**src/rtl/lcd_config_seq.sv**
```systemverilog
// lcd_config_seq: once the init block releases the bus, sends the display
// configuration commands and then writes stored messages from character memory.
// Ports: clk; reset (async, active-high); start (init block owns the bus);
//   char_data (byte at mem_addr); cmd_done (transfer-finished pulse);
//   cmd_data/cmd_rs/cmd_rw/cmd_valid (request to the nibble-transfer FSM);
//   mem_addr (character memory address); msg_done (message written pulse);
//   err (sticky flag, set when a command times out).
`timescale 1ns/1ps
module lcd_config_seq #(
   parameter int CHARS_PER_LINE = 16,
   parameter int NUM_LINES      = 2,
   parameter int NUM_MSGS       = 2,
   parameter int MEM_AW         = 11,
   parameter int CLR_WAIT       = 82000,
   parameter int HOLD_CYCLES    = 50000000,
   parameter int CMD_TIMEOUT    = 4095,
   parameter int AUTO_INC       = 0
) (
   input  logic              clk,
   input  logic              reset,
   input  logic              start,
   input  logic [7:0]        char_data,
   input  logic              cmd_done,
   output logic [7:0]        cmd_data,
   output logic              cmd_rs,
   output logic              cmd_rw,
   output logic              cmd_valid,
   output logic [MEM_AW-1:0] mem_addr,
   output logic              msg_done,
   output logic              err
);

   localparam int MSG_SIZE = CHARS_PER_LINE * NUM_LINES;
   localparam int MI_W     = (NUM_MSGS > 1) ? $clog2(NUM_MSGS) : 1;
   localparam int MAX_AB   = (CLR_WAIT > HOLD_CYCLES) ? CLR_WAIT : HOLD_CYCLES;
   localparam int CNT_MAX  = (MAX_AB > CMD_TIMEOUT) ? MAX_AB : CMD_TIMEOUT;
   localparam int CNT_W    = $clog2(CNT_MAX + 1);

   typedef enum logic [2:0] {
      FSET, EMODE, DISPON, CLEAR, CLRWAIT, SETADDR, WRCHAR, HOLD
   } state_t;

   state_t           state;
   logic [CNT_W-1:0] cnt;
   logic             line;
   logic [5:0]       col;
   logic [MI_W-1:0]  msg_idx;
   logic             last_col;
   logic             last_line;
   logic             tmo;
   logic [7:0]       cmd_byte;

   assign last_col  = (col == 6'(CHARS_PER_LINE - 1));
   assign last_line = (line == 1'(NUM_LINES - 1));
   assign tmo       = (cnt == CNT_W'(CMD_TIMEOUT - 1));

   // col never exceeds 39, so {1,line,col} equals 0x80 | (line*0x40 + col)
   always_comb begin
      cmd_byte = 8'h00;
      case (state)
         FSET:    cmd_byte = 8'h28;
         EMODE:   cmd_byte = 8'h06;
         DISPON:  cmd_byte = 8'h0C;
         CLEAR:   cmd_byte = 8'h01;
         SETADDR: cmd_byte = {1'b1, line, col};
         WRCHAR:  cmd_byte = char_data;
         default: cmd_byte = 8'h00;
      endcase
   end

   always_comb begin
      mem_addr = MEM_AW'(msg_idx) * MEM_AW'(MSG_SIZE)
               + MEM_AW'(line) * MEM_AW'(CHARS_PER_LINE)
               + MEM_AW'(col);
   end

   // A command state spends one cycle with cmd_valid low (loading the byte,
   // which also lets mem_addr settle for WRCHAR), then requests until done
   // or timeout.
   always_ff @(posedge clk or posedge reset) begin
      if (reset) begin
         state     <= FSET;
         cnt       <= '0;
         line      <= 1'b0;
         col       <= '0;
         msg_idx   <= '0;
         cmd_valid <= 1'b0;
         cmd_rs    <= 1'b0;
         cmd_rw    <= 1'b1;
         cmd_data  <= 8'h00;
         msg_done  <= 1'b0;
         err       <= 1'b0;
      end else begin
         msg_done <= 1'b0;
         if (start) begin
            state     <= FSET;
            cnt       <= '0;
            line      <= 1'b0;
            col       <= '0;
            cmd_valid <= 1'b0;
            cmd_rs    <= 1'b0;
            cmd_rw    <= 1'b1;
            cmd_data  <= 8'h00;
         end else begin
            case (state)
               FSET, EMODE, DISPON, CLEAR, SETADDR, WRCHAR: begin
                  if (!cmd_valid) begin
                     cmd_valid <= 1'b1;
                     cmd_rw    <= 1'b0;
                     cmd_rs    <= (state == WRCHAR);
                     cmd_data  <= cmd_byte;
                     cnt       <= '0;
                  end else if (cmd_done || tmo) begin
                     // done on the timeout edge still counts as done
                     if (!cmd_done) err <= 1'b1;
                     cmd_valid <= 1'b0;
                     cmd_rw    <= 1'b1;
                     cnt       <= '0;
                     case (state)
                        FSET:    state <= EMODE;
                        EMODE:   state <= DISPON;
                        DISPON:  state <= CLEAR;
                        CLEAR:   state <= CLRWAIT;
                        SETADDR: state <= WRCHAR;
                        WRCHAR: begin
                           if (!last_col) begin
                              col   <= col + 1'b1;
                              state <= (AUTO_INC != 0) ? WRCHAR : SETADDR;
                           end else if (!last_line) begin
                              col   <= '0;
                              line  <= line + 1'b1;
                              state <= SETADDR;
                           end else begin
                              msg_done <= 1'b1;
                              state    <= HOLD;
                           end
                        end
                        default: state <= FSET;
                     endcase
                  end else begin
                     cnt <= cnt + 1'b1;
                  end
               end
               CLRWAIT: begin
                  // the wait itself is the request gap: issue 0x80 directly
                  if (cnt == CNT_W'(CLR_WAIT - 1)) begin
                     state     <= SETADDR;
                     line      <= 1'b0;
                     col       <= '0;
                     cnt       <= '0;
                     cmd_valid <= 1'b1;
                     cmd_rw    <= 1'b0;
                     cmd_rs    <= 1'b0;
                     cmd_data  <= 8'h80;
                  end else begin
                     cnt <= cnt + 1'b1;
                  end
               end
               HOLD: begin
                  if (cnt == CNT_W'(HOLD_CYCLES - 1)) begin
                     state <= FSET;
                     cnt   <= '0;
                     line  <= 1'b0;
                     col   <= '0;
                     if (msg_idx == MI_W'(NUM_MSGS - 1)) msg_idx <= '0;
                     else msg_idx <= msg_idx + 1'b1;
                  end else begin
                     cnt <= cnt + 1'b1;
                  end
               end
               default: state <= FSET;
            endcase
         end
      end
   end

endmodule

```
**config.mk**
```make
export PLATFORM = sky130hd
export DESIGN_NAME = lcd_config_seq
export DESIGN_NICKNAME = d
export VERILOG_FILES = /design/src/rtl/lcd_config_seq.sv
export SDC_FILE = /design/constraint.sdc
export NUM_CORES = 1
export LEC_CHECK = 0
export CELL_PAD_IN_SITES_DETAIL_PLACEMENT = 0
export CELL_PAD_IN_SITES_GLOBAL_PLACEMENT = 1
export CORE_ASPECT_RATIO = 0.5
export CORE_MARGIN = 1.5
export CORE_UTILIZATION = 39
export CTS_CLUSTER_SIZE = 25
export DETAILED_ROUTE_END_ITERATION = 8
export PLACE_DENSITY = 0.74
export SLEW_MARGIN = 20
export SYNTH_ARGS = -nofsm -noshare
export SYNTH_HDL_FRONTEND = slang
export SYNTH_SLANG_ARGS = --single-unit
```
**constraint.sdc**
```tcl
create_clock -name clk -period 2.1 [get_ports clk]
set_input_delay 0.21 -clock clk [delete_from_list [all_inputs] [get_ports clk]]
set_output_delay 0.21 -clock clk [all_outputs]
set_load 0.01 [all_outputs]
```
=== Yosys cells after proc, flatten, opt, wreduce, memory -nomap -nowiden ===
Cells that the tools add are included.

* Bits in registers: 50
* Input bits: 12
* Output and inout bits: 24
* Logic and storage cells: 109

* Add/sub/neg operators: 6
* Equality and inequality tests: 20
* Multiplexer cells: 58
* Bitwise operators: 2
* Reductions and logical operators: 12

{| class="wikitable"
|+ Operators with widths
! cell !! number
|-
| $mux W26 || 5
|-
| $pmux W26 S3 || 1
|-
| $mux W6 || 8
|-
| $pmux W8 S6 || 1
|-
| $add A26 B1 Y26 const B || 1
|-
| $eq A26 B12 Y1 const B || 1
|-
| $eq A26 B17 Y1 const B || 1
|-
| $eq A26 B26 Y1 const B || 1
|-
| $mux W1 || 25
|-
| $mux W8 || 3
|-
| $ne A3 B3 Y1 const B || 7
|-
| $pmux W3 S6 || 1
|-
| $pmux W6 S3 || 1
|-
| $pmux W8 S2 || 1
|-
| $mux W3 || 5
|-
| $eq A3 B3 Y1 const B || 4
|-
| $reduce_and A6 Y1 || 2
|-
| $pmux W3 S3 || 1
|-
| $reduce_and A3 Y1 || 3
|-
| $add A7 B6 Y8 || 1
|-
| $ne A4 B4 Y1 const B || 2
|-
| $add A6 B5 Y7 || 1
|-
| $add A6 B1 Y6 const B || 1
|-
| $eq A3 B2 Y1 const B || 2
|-
| other kinds (14) || 19
|}

=== Depth between registers and ports, before layout ===
Gate-level depths: netlist (run 1).

* Word-level depth: 8
* Mapped depth: 10
* Gate-level depth less buffers: 8

=== Worst setup path before layout (run 1) ===
OpenSTA, ideal clock, no wires.

* Path kind: register to register
* Start point: register col[0]
* End point: register col[0]
* Library setup time: 125 ps
* Data arrival time: 1,976 ps
* Required time: 1,975 ps
* Setup slack: -1 ps
* Stages on the path, launching flop included: 8
* Path buffers: 0
* Period minus slack after synthesis: 2,101 ps
* Cell sequence: dfrtp_1 ha_1 nand3_1 or4b_2 nand2_1 o21ai_0 nand2_2 mux2_2

* Word-level cells in the longest chain between the ends: 7
* Elaborated cells between the ends (all ways): 10
* Those cells by class: 1 x add/sub; 2 x eq/ne; 6 x mux; 1 x reduce/logical

{| class="wikitable"
|+ RTL lines
! element !! RTL line !! source
|-
| start: declaration || 46 || <nowiki>logic [5:0] col;</nowiki>
|-
| start signal: assignment || 127 || <nowiki>col <= col + 1'b1;</nowiki>
|-
| $add A6 B1 Y6 / $eq A6 B4 Y1 (equally long branches) || 127, 53 ||
|-
| $mux W6 || 126 || <nowiki>if (!last_col) begin</nowiki>
|-
| $mux W6 || 119 || <nowiki>case (state)</nowiki>
|-
| $mux W6 || 113 || <nowiki>end else if (cmd_done || tmo) begin</nowiki>
|-
| $mux W6 || 107 || <nowiki>if (!cmd_valid) begin</nowiki>
|-
| $pmux W6 S3 || 105 || <nowiki>case (state)</nowiki>
|-
| $mux W6 || 95 || <nowiki>if (start) begin</nowiki>
|}

Several ways; a longest one is shown, not always the timed one. The select of a mux whose other input is x is not followed.
A chain may end at the register's enable or synchronous reset.

=== Final worst setup path (run 1) ===
* Start point: register cnt[9]
* End point: register cnt[16]

* Word-level cells in the longest chain between the ends: 6
* Elaborated cells between the ends (all ways): 11
* Those cells by class: 1 x add/sub; 3 x eq/ne; 6 x mux; 1 x reduce/logical

{| class="wikitable"
|+ RTL lines
! element !! RTL line !! source
|-
| start: declaration || 44 || <nowiki>logic [CNT_W-1:0] cnt;</nowiki>
|-
| start signal: assignment || 141 || <nowiki>cnt <= cnt + 1'b1;</nowiki>
|-
| start signal: assignment || 156 || <nowiki>cnt <= cnt + 1'b1;</nowiki>
|-
| start signal: assignment || 168 || <nowiki>cnt <= cnt + 1'b1;</nowiki>
|-
| parallel branches: the longest is 4 deep, another holds $add A26 B1 Y26 || -- ||
|-
| $pmux W26 S3 * || 105 ||
|-
| $mux W26 * || 95 ||
|}

Mark *: on every way between the ends.

==> results of run 1 <==
## what timing repair did
action / 4_1_cts / 5_1_grt
gates resized for setup: 10 / 52
endpoints found under the setup margin: 43 / 44
buffers inserted: 2 / 4
pin swaps: 3 / 21
gates cloned: 0 / 3
## metal layers
layer	track usage [%]	wire, um	vias up
li1	-	-	1228
met2	32.1	3770	44
met4	5.40	121	0
met5	0	0	-
met1	22.9	3370	1256
met3	4.10	227	12
## flip-flops by register name, indices dropped and copies added (netlist names)
register,flops
cmd_rw,1
cmd_data,8
err,1
col,6
cnt,26
last_line,1
msg_idx,1
cmd_valid,1
cmd_rs,1
msg_done,1
state,3
## critical path, cell delays in order, from the launching register on
cell       delay (ns)
dfrtp_1          0.39
or4b_4           0.56
nor3_4           0.15
nand4_1          0.20
a22oi_4          0.35
a21o_4           0.24
clkbuf_16        0.19
nor2_1           0.05
## cell families after synthesis
group | count (synthesis) | synth area share (%)
xor+xnor | 25 | 7.49
buf+inv | 32 | 6.80
flops | 50 | 42.8
other cells | 1 | 0.128
fa+ha+maj | 6 | 2.82
mux | 12 | 4.58
compound gates | 43 | 10.9
simple gates | 143 | 24.5
## metrics by stage
| step | instances | utilization, % | instance area, um^2 | total power (uW) | hold slack [ns] |
|---|---|---|---|---|---|
| finish | 483 | 55.9 | 4080 | 2330 | 0.284 |
| global route | 483 | 55.9 | 4080 | 2450 | 0.299 |
| CTS | 476 | 51.7 | 3770 | 2300 | 0.295 |
| detailed placement | 466 | 49.1 | 3580 | 1480 | 0.459 |
| global placement | 466 | 49.1 | 3580 | 1470 | 0.454 |
| floorplan | 315 | - | 2940 | 1300 | 0.306 |
## cell usage after synthesis, types with 2 or more instances
cell,instances,share of area (%)
o31ai_1,2,0.51
dfrtp_1,49,42
a31oi_1,6,1.3
and3_1,3,0.64
nor2b_1,6,1.3
nor3_1,10,1.7
o31a_1,2,0.60
mux2_2,10,3.8
and4_1,2,0.60
xor2_1,16,4.8
nand3_1,15,2.6
buf_12,2,1.4
nand2b_1,2,0.43
ha_1,5,2.1
a22oi_1,4,1.0
buf_4,8,2.1
buf_2,6,1.0
inv_1,9,1.2
nor2_1,50,6.4
a21o_1,3,0.77
or3_1,2,0.43
xnor2_1,9,2.7
nor4_1,7,1.5
nand4_1,10,2.1
nand2_1,24,3.1
clkbuf_1,4,0.51
nor3b_1,2,0.51
a21oi_1,10,1.7
o21ai_0,6,1.0
## power by group
group / switching (uW) / internal [uW]
sequential: 32.0 / 1000
combinational: 248 / 243
clock: 360 / 444
## worst max path at each step
stage,startpoint,cells after the start,slack [ns],end
finish,cnt[9]$_DFF_PP0_,7,-0.14,cnt[16]$_DFF_PP0_
CTS,cnt[9]$_DFF_PP0_,7,-0.11,cnt[10]$_DFF_PP0_
global placement,cnt[9]$_DFF_PP0_,6,-0.05,state[0]$_DFFE_PP0P_
global route,cnt[9]$_DFF_PP0_,7,-0.26,cnt[16]$_DFF_PP0_
detailed placement,cnt[9]$_DFF_PP0_,6,-0.11,state[0]$_DFFE_PP0P_
floorplan,col[0]$_DFFE_PP0P_,7,0.0004,col[0]$_DFFE_PP0P_
## area by class of cell
type                            instances  area (um^2)
Fill cell                             626         3210
Multi-Input combinational cell        233         1730
Sequential cell                        50         1250
Timing Repair Buffer                   86          797
Clock buffer                            7          133
Tap cell                               96          120
Inverter                               10         37.5
Clock inverter                          1         7.51
## cells in the final DEF (no fill, tap or decap), drive strengths merged, types with 2 or more instances in the layout
master and n:
a21o 4, a21oi 10, a22oi 5, a31oi 6
and3 4, and4 2, buf 53, clkbuf 9
clkdlybuf4s50 30, conb 4, dfrtp 49, ha 5
inv 9, mux2 11, nand2 25, nand2b 2
nand3 15, nand4 11, nor2 50, nor2b 6
nor3 11, nor3b 2, nor4 8, o21ai 6
o31a 2, o31ai 2, or3 2, or4b 2
xnor2 9, xor2 16
==> flow_summary_export.csv, run 1 <==
group,metric,value,unit
clock_network,htreeDepth,2,
hold_path,min_path_type,"in2async",
worst_setup_path,crit_path_end_kind,"register",
final_layout,num_antenna_cells,0,
timing,finalSetupViolCount,41,
die,fp-row-count,22,
clock_network,numCtsBuffers,5,
status,violations,"negative setup slack",
worst_setup_path,critPathRequiredTime,2.29,ns
final_layout,final_nets,404,
timing,rsz0062_at_grt,"yes",
grt,overflow,0,
worst_setup_path,worstPathArrival,2.43,ns
routing,final_antenna_net_count,0,
timing,hold_viol_final,0,
worst_setup_path,start_kind,"register",
worst_setup_path,r2r-end,"cnt[16]$_DFF_PP0_",
synthesis,syn_area_per_cell,9.38,um^2
routing,drtIter0Drc,121,
power,ir_drop,0.341,mV
worst_setup_path,reg2reg_from,"cnt[9]$_DFF_PP0_",
routing,drc,0,
synthesis,synth_cells,312,
clock_network,cts_tree,"done",
grt,grt_max_degree,51,
routing,via_per_inst,5.26,
clock_network,cts_hold_buffers,0,
synthesis,ys.flop_type,"dfrtp_1",
grt,grt_pass1_vias,2459,
synthesis,yosysWarningCount,0,
final_layout,area_delta_synth_final,39.5,%
final_layout,drive_gt1_share,29.7,%
die,start_util,40.1,%
synthesis,synth-seq-cells,50,
placement,hpwl,4970,um
routing,dr.pass1.iters,4,
power,p_leak,0.00169,uW
worst_setup_path,r2r_slack,-0.14,ns
clock_network,cts.sinks,50,
status,outcome,"finished with violations",
worst_setup_path,reg2regPathDepth,7,
clock_network,cts_buffer_depth,2,
die,die_h,64.2,um
die,core_area,0.00729,mm^2
die,dieArea,0.00806,mm^2
timing,fin_ws,-0.141,ns
synthesis,ys_seq_area_share,42.8,%
routing,num_vias,2540,
grt,antenna_found_initial,0,
clock_network,clock_latency,0.29,ns
power,powerDensity,571,mW/mm^2
grt,grt_usage,18.4,%
job,max_cap_viol_count,0,
die,ios,36,
timing,tns,-4.06,ns
placement,portBuffers,31,
synthesis,synthArstFlopShare,100,%
placement,place_congestion,0.850,
routing,routed_wl,7490,um
timing,fmax,446,MHz
clock_network,root_buffer,"clkbuf_16",
synthesis,syn_area,0.00293,mm^2
worst_setup_path,path_class,"reg2reg",
synthesis,synth_edf_count,0,
timing,fin_crit_sh,107,%
timing,fin_skew,0.00601,ns
synthesis,synth.distinct_cells,57,
die,fp.dieW,125,um
timing,period_minus_slack,2.24,ns
grt,grt_pass1_wl,11800,um
clock_network,clkTransAtPathRegs,0.07,ns
worst_setup_path,cp_max_fo,7,
placement,post-place-ws,-0.107,ns
routing,routedWlPerCell,15.5,um
timing,finalMaxSlewViolations,0,
Power figures use the tool's default switching activity.
==> run 2, diff against run 1 <==
Settings changed: TNS_END_PERCENT from default to 30.
==> flow_summary_export.csv, run 2 (synthesis gave the netlist of run 1 again) <==
group,metric,value,unit
placement,place_congestion,0.850,
routing,drc,0,
grt,grt_usage,18.1,%
timing,hold_viol_final,0,
final_layout,fin_cells,480,
clock_network,cts_tree,"done",
clock_network,root_buffer,"clkbuf_16",
job,max_cap_viol_count,0,
timing,finalSetupViolCount,41,
die,start_util,40.1,%
timing,fin_ws,-0.101,ns
final_layout,register_area,0.00125,mm^2
routing,drtIter0Drc,156,
timing,maxSlewHeadroom,66.3,%
routing,via_per_inst,5.21,
clock_network,cts.sinks,50,
die,dieArea,0.00806,mm^2
grt,grt_max_degree,51,
die,fp-row-count,22,
grt,overflow,0,
routing,final_antenna_net_count,0,
final_layout,num_antenna_cells,0,
power,power,2290,uW
placement,placement.cell_area,0.00358,mm^2
timing,period_minus_slack,2.20,ns
placement,hpwl,4970,um
final_layout,layout_common_cells,"49 x dfrtp_1, 48 x buf_4, 42 x nor2_1",
clock_network,clkTransAtPathRegs,0.06,ns
clock_network,cts_buffer_depth,2,
final_layout,largest_reg_flops,26,
die,ios,36,
final_layout,final_area,0.00390,mm^2
final_layout,utilization,53.4,%
worst_setup_path,worstPathArrival,2.43,ns
placement,dp.cells,466,
routing,routed_wl,7070,um
worst_setup_path,critPathRequiredTime,2.33,ns
clock_network,htreeDepth,2,
routing,dr.pass1.iters,4,
final_layout,area_delta_synth_final,33.2,%
status,outcome,"finished with violations",
worst_setup_path,path_class,"reg2reg",
worst_setup_path,reg2reg_from,"cnt[1]$_DFF_PP0_",
grt,grt_pass1_vias,2436,
final_layout,fillers,641,
worst_setup_path,r2r-end,"col[3]$_DFFE_PP0P_",
timing,finalMaxSlewViolations,0,
power,p_leak,0.00166,uW
timing,tns,-2.94,ns
worst_setup_path,reg2regPathDepth,7,
worst_setup_path,cp_max_fo,5,
power,powerDensity,587,mW/mm^2
clock_network,clock_latency,0.29,ns
final_layout,largestRegisters,"cnt x26, cmd_data x8, col x6",
worst_setup_path,r2r_slack,-0.10,ns
power,ir_drop,0.318,mV
final_layout,final_common_cell,"dfrtp_1",
final_layout,multi_input_area,0.00159,mm^2
clock_network,numCtsBuffers,5,
worst_setup_path,start_kind,"register",
die,die_h,64.2,um
routing,num_vias,2503,
timing,fmax,454,MHz
final_layout,regMostFlops,"cnt",
timing,fin_crit_sh,105,%
timing,fin_skew,0.00545,ns
final_layout,drive_gt1_share,24.5,%
die,core_area,0.00729,mm^2
clock_network,cts_hold_buffers,0,
worst_setup_path,crit_path_end_kind,"register",
hold_path,min_path_type,"in2async",
status,violations,"negative setup slack",
placement,portBuffers,31,
timing,rsz0062_at_grt,"yes",
routing,routedWlPerCell,14.7,um
grt,antenna_found_initial,0,
die,fp.dieW,125,um
final_layout,final_nets,401,
timing,worst_pin_slew,0.505,ns
grt,grt_pass1_wl,11600,um
## run 2: critical path: stages, from the launching register on
cell and delay, ns:
dfrtp_1 0.41, ha_1 0.18, or3b_2 0.47, nor2_1 0.12, a32oi_1 0.21, or3_1 0.40, o31ai_1 0.24, a21o_1 0.11
## run 2: repair_timing
item	4_1_cts	5_1_grt
pin swaps	5	10
cloned	0	2
resized for setup	3	23
buffers inserted	1	3
endpoints found under the setup margin	43	44
## run 2: area by class of cell
cell class	instances	area share, %
Clock buffer	7	3.40
Inverter	10	0.963
Multi-Input combinational cell	233	40.7
Sequential cell	50	32.1
Timing Repair Buffer	83	19.5
Clock inverter	1	0.193
Tap cell	96	3.08
## run 2: how the worst max path moves through the flow
| stage | from | to | cells past startpoint |
|---|---|---|---|
| 2_1_floorplan | col[0]$_DFFE_PP0P_ | col[0]$_DFFE_PP0P_ | 7 |
| 3_3_place_gp | cnt[9]$_DFF_PP0_ | state[0]$_DFFE_PP0P_ | 6 |
| 3_5_place_dp | cnt[9]$_DFF_PP0_ | state[0]$_DFFE_PP0P_ | 6 |
| 4_1_cts | cnt[9]$_DFF_PP0_ | state[0]$_DFFE_PP0P_ | 6 |
| 5_1_grt | cnt[1]$_DFF_PP0_ | col[3]$_DFFE_PP0P_ | 7 |
| 6_report | cnt[1]$_DFF_PP0_ | col[3]$_DFFE_PP0P_ | 7 |
## run 2: through the flow
stage / hold WS (ns) / setup WS [ns]
detailed placement: 0.459 / -0.107
floorplan: 0.306 / 0.000357
global placement: 0.454 / -0.0506
finish: 0.285 / -0.101
CTS: 0.295 / -0.117
global route: 0.303 / -0.191
## run 2: per-layer routing
metal	GRT usage, %	part of all wire, %
met3	4.02	3.4
met2	31.9	50
met5	0	0
met1	22.7	46
met4	4.40	0.58
## run 2: power by group
part	total, uW	internal, uW	switching [uW]
combinational	460	231	229
sequential	1030	1000	29.8
clock	794	443	351
